<file path="src/rtl/mem_wb_skid_latch.sv">
// MEM/WB pipeline register with a 2-entry skid buffer (head H + skid S).
// Handshake: a transfer happens on a rising edge where valid and ready are
// both high; valid never depends on ready, and in_ready depends only on the
// registered skid-valid bit, so there is no combinational out_ready->in_ready path.
// Destination register 0 never carries RegWrite (bit 1 of the WB control bundle).
// The head register also feeds the final write-back data mux.
module mem_wb_skid_latch #(
  parameter int DATA_W = 32,
  parameter int REG_W  = 5,
  parameter int WBC_W  = 2
) (
  input  logic              clk,
  input  logic              rst_n,
  input  logic              flush,
  input  logic              in_valid,
  output logic              in_ready,
  input  logic [DATA_W-1:0] ALUResult_in,
  input  logic [DATA_W-1:0] ReadData_in,
  input  logic [REG_W-1:0]  WriteReg_in,
  input  logic [WBC_W-1:0]  WBControl_in,
  output logic              out_valid,
  input  logic              out_ready,
  output logic [DATA_W-1:0] ALUResult_out,
  output logic [DATA_W-1:0] ReadData_out,
  output logic [REG_W-1:0]  WriteReg_out,
  output logic [WBC_W-1:0]  WBControl_out,
  output logic [DATA_W-1:0] WriteData_out,
  output logic              RegWrite_out,
  output logic [1:0]        occupancy
);

  // EMPTY: hv=0 sv=0, ONE: hv=1 sv=0, FULL: hv=1 sv=1
  typedef enum logic [1:0] {
    ST_EMPTY = 2'd0,
    ST_ONE   = 2'd1,
    ST_FULL  = 2'd2
  } state_t;

  state_t state_q, state_d;

  logic [DATA_W-1:0] h_alu_q, h_alu_d, s_alu_q, s_alu_d;
  logic [DATA_W-1:0] h_rd_q,  h_rd_d,  s_rd_q,  s_rd_d;
  logic [REG_W-1:0]  h_wr_q,  h_wr_d,  s_wr_q,  s_wr_d;
  logic [WBC_W-1:0]  h_wbc_q, h_wbc_d, s_wbc_q, s_wbc_d;

  logic             hv, sv, acc, deq;
  logic [WBC_W-1:0] wbc_cap;

  assign hv  = (state_q != ST_EMPTY);
  assign sv  = (state_q == ST_FULL);
  assign acc = in_valid & in_ready;
  assign deq = hv & out_ready;

  // Incoming control with RegWrite cleared for destination register 0
  always_comb begin
    wbc_cap = WBControl_in;
    if (WriteReg_in == '0) wbc_cap[1] = 1'b0;
  end

  // Next-state and next-data: flush dominates, otherwise move entries head-first
  always_comb begin
    state_d = state_q;
    h_alu_d = h_alu_q;
    h_rd_d  = h_rd_q;
    h_wr_d  = h_wr_q;
    h_wbc_d = h_wbc_q;
    s_alu_d = s_alu_q;
    s_rd_d  = s_rd_q;
    s_wr_d  = s_wr_q;
    s_wbc_d = s_wbc_q;
    if (flush) begin
      state_d = ST_EMPTY;
    end else begin
      case (state_q)
        ST_EMPTY: begin
          if (acc) begin
            h_alu_d = ALUResult_in;
            h_rd_d  = ReadData_in;
            h_wr_d  = WriteReg_in;
            h_wbc_d = wbc_cap;
            state_d = ST_ONE;
          end
        end
        ST_ONE: begin
          if (acc && deq) begin
            h_alu_d = ALUResult_in;
            h_rd_d  = ReadData_in;
            h_wr_d  = WriteReg_in;
            h_wbc_d = wbc_cap;
          end else if (acc) begin
            s_alu_d = ALUResult_in;
            s_rd_d  = ReadData_in;
            s_wr_d  = WriteReg_in;
            s_wbc_d = wbc_cap;
            state_d = ST_FULL;
          end else if (deq) begin
            state_d = ST_EMPTY;
          end
        end
        ST_FULL: begin
          // in_ready is low here, so only the skid-to-head move can happen
          if (deq) begin
            h_alu_d = s_alu_q;
            h_rd_d  = s_rd_q;
            h_wr_d  = s_wr_q;
            h_wbc_d = s_wbc_q;
            state_d = ST_ONE;
          end
        end
        default: state_d = ST_EMPTY;
      endcase
    end
  end

  // State and data registers, cleared asynchronously
  always_ff @(posedge clk or negedge rst_n) begin
    if (!rst_n) begin
      state_q <= ST_EMPTY;
      h_alu_q <= '0;
      h_rd_q  <= '0;
      h_wr_q  <= '0;
      h_wbc_q <= '0;
      s_alu_q <= '0;
      s_rd_q  <= '0;
      s_wr_q  <= '0;
      s_wbc_q <= '0;
    end else begin
      state_q <= state_d;
      h_alu_q <= h_alu_d;
      h_rd_q  <= h_rd_d;
      h_wr_q  <= h_wr_d;
      h_wbc_q <= h_wbc_d;
      s_alu_q <= s_alu_d;
      s_rd_q  <= s_rd_d;
      s_wr_q  <= s_wr_d;
      s_wbc_q <= s_wbc_d;
    end
  end

  assign in_ready      = ~sv;
  assign out_valid     = hv;
  assign ALUResult_out = h_alu_q;
  assign ReadData_out  = h_rd_q;
  assign WriteReg_out  = h_wr_q;
  assign WBControl_out = h_wbc_q;
  assign WriteData_out = h_wbc_q[0] ? h_rd_q : h_alu_q;
  assign RegWrite_out  = h_wbc_q[1] & hv;
  assign occupancy     = {sv, hv & ~sv};

endmodule
</file>
<file path="config.mk">
export PLATFORM = sky130hd
export DESIGN_NAME = mem_wb_skid_latch
export DESIGN_NICKNAME = d
export VERILOG_FILES = /design/src/rtl/mem_wb_skid_latch.sv
export SDC_FILE = /design/constraint.sdc
export NUM_CORES = 1
export LEC_CHECK = 0
export CAP_MARGIN = 15
export CORE_AREA = 2 2 135 137
export CTS_CLUSTER_DIAMETER = 50
export DETAILED_ROUTE_END_ITERATION = 8
export DIE_AREA = 0 0 137 139
export DONT_BUFFER_PORTS = 1
export PLACE_DENSITY = 0.57
export SYNTH_ARGS = -nofsm -noshare
export SYNTH_HDL_FRONTEND = slang
export SYNTH_SLANG_ARGS = --single-unit
</file>
<file path="constraint.sdc">
create_clock -name clk -period 2.2 [get_ports clk]
set_input_delay 0.22 -clock clk [delete_from_list [all_inputs] [get_ports clk]]
set_output_delay 0.22 -clock clk [all_outputs]
set_load 0.02 [all_outputs]
</file>
# Word-level counts from Yosys, hierarchy flattened
# Index checks and enable logic that the tools add are counted.
# word_totals
register_bits,144
inputBits,76
wordCells,58
# op_classes
n_eq_ne,9
n_mux,25
n_bitwise,7
n_reduce_logical,8
# op_table
operator,count
32-bit 2-to-1 mux,7
32-bit one-hot mux with 3 select lines,2
2-bit 2-to-1 mux,9
5-bit 2-to-1 mux,3
5-bit one-hot mux with 3 select lines,1
2-bit one-hot mux with 3 select lines,2
4-bit AND reduction,2
"3-bit != test, second input constant",2
5-bit logical NOT,1
5-bit AND reduction,1
1-bit AND,4
"2-bit != test, second input constant",2
"4-bit != test, second input constant",1
"3-bit by 2-bit != test with 1-bit output, second input constant",1
1-bit inverter,3
3-bit nonzero test,1
"2-bit by 1-bit equality test with 1-bit output, second input constant",1
"2-bit equality test, second input constant",1
2-bit logical NOT,1
"2-bit by 1-bit != test with 1-bit output, second input constant",1
2-bit nonzero test,1
1-bit logical AND,1
1-bit 2-to-1 mux,1

# Depth between registers and ports, before layout
# depth
depth_word,7
depth_mapped,6

# Worst setup path before layout
# Ideal clock, no wire load.
# synth_timing
path_kind,register to register
start,register state_q[0]
end,"register h_alu_q[0], in the netlist ALUResult_out[0]"
setup_time_ns,0.125
arrival_time_ns,1.583
setup_slack_ns,0.492
stages_incl_launch_ff,7
period_less_slack_ns,1.708
path_cell_list,dfrtp_1 -> nand2b_4 -> inv_4 -> o21ai_4 -> a21oi_4 -> buf_6 -> mux2_4
# synth_between
elab_chain_len,6
# synth_lines
item,line_no,source
from (decl),39,"state_t state_q, state_d;"
from (signal assigned),128,state_q <= state_d;
2-bit equality test *,50,assign sv = (state_q == ST_FULL);
1-bit inverter *,140,assign in_ready = ~sv;
named net in_ready,16,"output logic in_ready,"
1-bit AND *,51,assign acc = in_valid & in_ready;
1-bit logical AND,85,if (acc && deq) begin
2-bit != test (no line),-,
5-bit AND reduction (no line) *,-,
to (signal assigned),129,h_alu_q <= h_alu_d;
to (decl),41,"logic [DATA_W-1:0] h_alu_q, h_alu_d, s_alu_q, s_alu_d;"
# Mark *: on every way through the listed nets, which the timed path passes. The rest lies on a longest branch.
# A chain may end at the register's enable or synchronous reset.

# Worst setup path after layout
# layout_timing
start,"register h_wbc_q[0], in the netlist WBControl_out[0]"
end,output port WriteData_out[6]
# layout_between
elab_chain_len,1
# layout_lines
item,line_no,source
from (decl),44,"logic [WBC_W-1:0] h_wbc_q, h_wbc_d, s_wbc_q, s_wbc_d;"
from (signal assigned),132,h_wbc_q <= h_wbc_d;
32-bit 2-to-1 mux,146,assign WriteData_out = h_wbc_q[0] ? h_rd_q : h_alu_q;
to (decl),27,"output logic [DATA_W-1:0] WriteData_out,"
# Every way passes these cells.

==> metrics <==
worst setup path start WBControl_out[0]$_DFFE_PN0P_; status finished with violations; Comb power frac 19.2%; total gr overflow 0; Via density 5.20; Syn Nets 514; Cell Area, Placed 7230 µm²; Crit. End Element output pin; die area 19000 µm²; initial antenna violation count 0; Final Hold Fails 144; Reg area 3610 µm²; CTS root buf clkbuf_16; Post-Syn Instances 438; Routed WL 15900 µm; Setup Skew 0.00740 ns; num ports 184; Non-Filler Cell Area, Final 8580 µm²; average wire per standard cell 21.1 µm; NumNets Final 590; syn avg cell area 15.9 µm²; Clock transition at path regs 0.06 ns; critical path's largest stage delay 0.69 ns; Synth-to-Final Area Change 23.5%; register bit total from synthesis 144; routed via count 3929; drt drc 0; Tcrit/Tclk final 89.3%; max cap viols 0; pre-CTS setup slack 0.239 ns; crit path kind flop to output pin; Internal Power 6.22 mW; failing checks negative hold slack; crit path cell chain buf_4, mux2_2; minimum clock period 1.96 ns; Final ANT Viol Nets 0; Post-Synth XOR/XNOR Area 0%; Pre-Repair DR Iteration Count 4; post-synthesis mux area share 43.3%; first-pass GRT wire length 25500 µm; CTS H-tree lvls 4; highest ir drop seen on vdd 559 µV; critical path's slowest cell dfrtp_4; Worst EP arrival 1.74 ns; Final TNS setup 0 ns; Worst setup SP type flop; largest family of logic cells by synthesized area multiplexers; setup bufs post-CTS 0; Fmax 509 MHz; vias in the first global route 4561; CTS tree built; Lkg Pwr 3.71 nW; Seq pwr share 46.5%; CTS Hold Bufs 73; unrepaired setup endpoints after global routing no; Worst Hold Margin -0.504 ns; mapped cell area 6950 µm²; Compound-Gate Fraction of Synth Area 0.846%; Worst-Margin Slew 0.464 ns; crit path buf inv count 1; IO Port Bufs 0; Slew headroom 69.0%; YS warnings 0; gr usage total 17.4%; HP Class input pin to asynchronous set/reset pin; Worst EP required 1.98 ns; maximum number of pins on one net before global-route repair 145; initial core utilization 39.4%; Initial DRC Count 139; Seq/Total Area, Yosys 51.9%; routability-driven placement congestion ratio 0.716; post-synthesis simple-gate area fraction 1.39%; Die Y 139 µm; dpl hpwl 9610 µm; # rows 49; # fillers 1541; CP top delay family flip-flops; layout cells sized above 1 56.0%; die width 137 µm; Final Max Slew Viols 0; PwrDens 1030 nW/µm²; Core ar. 17700 µm²; Psw 2.64 mW; crit path max fanout 20; power consumption 8.86 mW; Clock Path Buffers 2; Clock power frac 34.3%; Post-Synth Adder-Cell Area 0%; ANT cells 0; final-report setup violation count 0; # clock sinks 144; Worst R2R Start state_q[1]$_DFFE_PN0P_; Multi-input gate area 3170 µm²; setup ws final 0.236 ns; worst skew pair latency 0.42 ns; CTS Buf Count 17; switching share of power 29.8%; Yosys cell types 24
==> power by group through the flow <==
stage | combinational (mW) | clock [mW] | sequential [mW]
final | 1.70 | 3.04 | 4.12
after floorplan | 1.46 | 0 | 3.96
after global routing | 1.82 | 3.25 | 4.22
after global placement | 1.56 | 0 | 4.14
after detailed placement | 1.60 | 0 | 4.17
after CTS | 1.71 | 3.10 | 4.13
==> per-stage QoR <==
step	utilization [%]	std cells
2_1_floorplan	-	438
3_3_place_gp	40.9	651
3_5_place_dp	40.9	651
4_1_cts	48.6	756
5_1_grt	48.6	756
6_report	48.6	756
==> per-layer routing <==
metal	GRT usage (%)	vias to the layer above	routed length (µm)
met2	28.3	133	7830
met1	21.5	2051	6680
li1	-	1731	-
met3	6.69	14	1190
met5	0	-	0
met4	5.15	0	215
==> worst reg2reg max path, delay by kind of cell, from the launching register on <==
family	cells	cell delay, ns
buffers and inverters	1	0.37
DFF	1	0.43
AOI/OAI and AO/OA	1	0.22
and+or+nand+nor	2	0.41
muxes	1	0.40
==> kinds of logic after synthesis <==
logic type      after synthesis
mux                         244
simple gates                 16
buf+inv                      28
flops                       144
compound gates                6
==> Yosys cell counts <==
library cell,n,area (µm²)
dfrtp_1,144,3600
nand2_1,3,11.3
buf_2,14,70.1
nor2_1,4,15.0
nand3_2,1,10.0
buf_6,7,78.8
and2b_2,1,8.76
o21ai_0,1,5.00
nand2b_4,1,13.8
a21oi_1,1,5.00
buf_4,1,7.51
mux2_2,173,1950
mux2_4,70,1050
inv_4,1,6.26
a21oi_4,1,16.3
and2_1,2,12.5
a31o_2,1,8.76
nand2b_2,1,8.76
o21a_1,1,7.51
o21ai_4,1,16.3
nor3_1,2,10.0
or2_2,1,6.26
clkbuf_1,5,18.8
mux2i_1,1,10.0
==> placed cells by master, fill, tap and decap left out, drive strengths merged, types with 2 or more instances in the layout <==
cell,count
nor3,2
and2,2
dfrtp,144
bufinv,3
clkinv,2
buf,11
o21ai,2
inv,4
mux2,243
nand2,3
dlygate4sd3,73
clkbuf,21
nand2b,2
nor2,4
a21oi,2
clkinvlp,3
==> path summary, 6_finish.rpt <==
path	end	slack [ns]	cells after the start
setup / recovery	WriteData_out[6]	0.24	2
hold reg to reg	s_wbc_q[1]$_DFFE_PN0P_	0.48	2
setup reg to reg	WriteReg_out[4]$_DFFE_PN0P_	0.26	5
hold / removal	ReadData_out[13]$_DFFE_PN0P_	-0.50	0
max in group asynchronous	WBControl_out[0]$_DFFE_PN0P_	2.39	0
min in group clk	state_q[0]$_DFFE_PN0P_	0.06	3
==> flip-flops by register name (all words and copies together) (netlist names), 5 cells and up <==
signal,count
ALUResult_out,32
ReadData_out,32
s_alu_q,32
s_rd_q,32
WriteReg_out,5
s_wr_q,5
==> cell type report <==
cell class                      instances  share of cell area [%]
Clock inverter                         11                    1.78
Multi-Input combinational cell        266                    37.0
Sequential cell                       144                    42.0
Tap cell                              229                    3.34
Clock buffer                           21                    5.48
Inverter                                1                  0.0729
Timing Repair Buffer                   84                    10.3
==> timing repair <==
action,CTS,global route
resized for setup,0,1
endpoints found under the hold margin,217,144
setup endpoints to repair,0,5
Power figures use the tool's default switching activity.
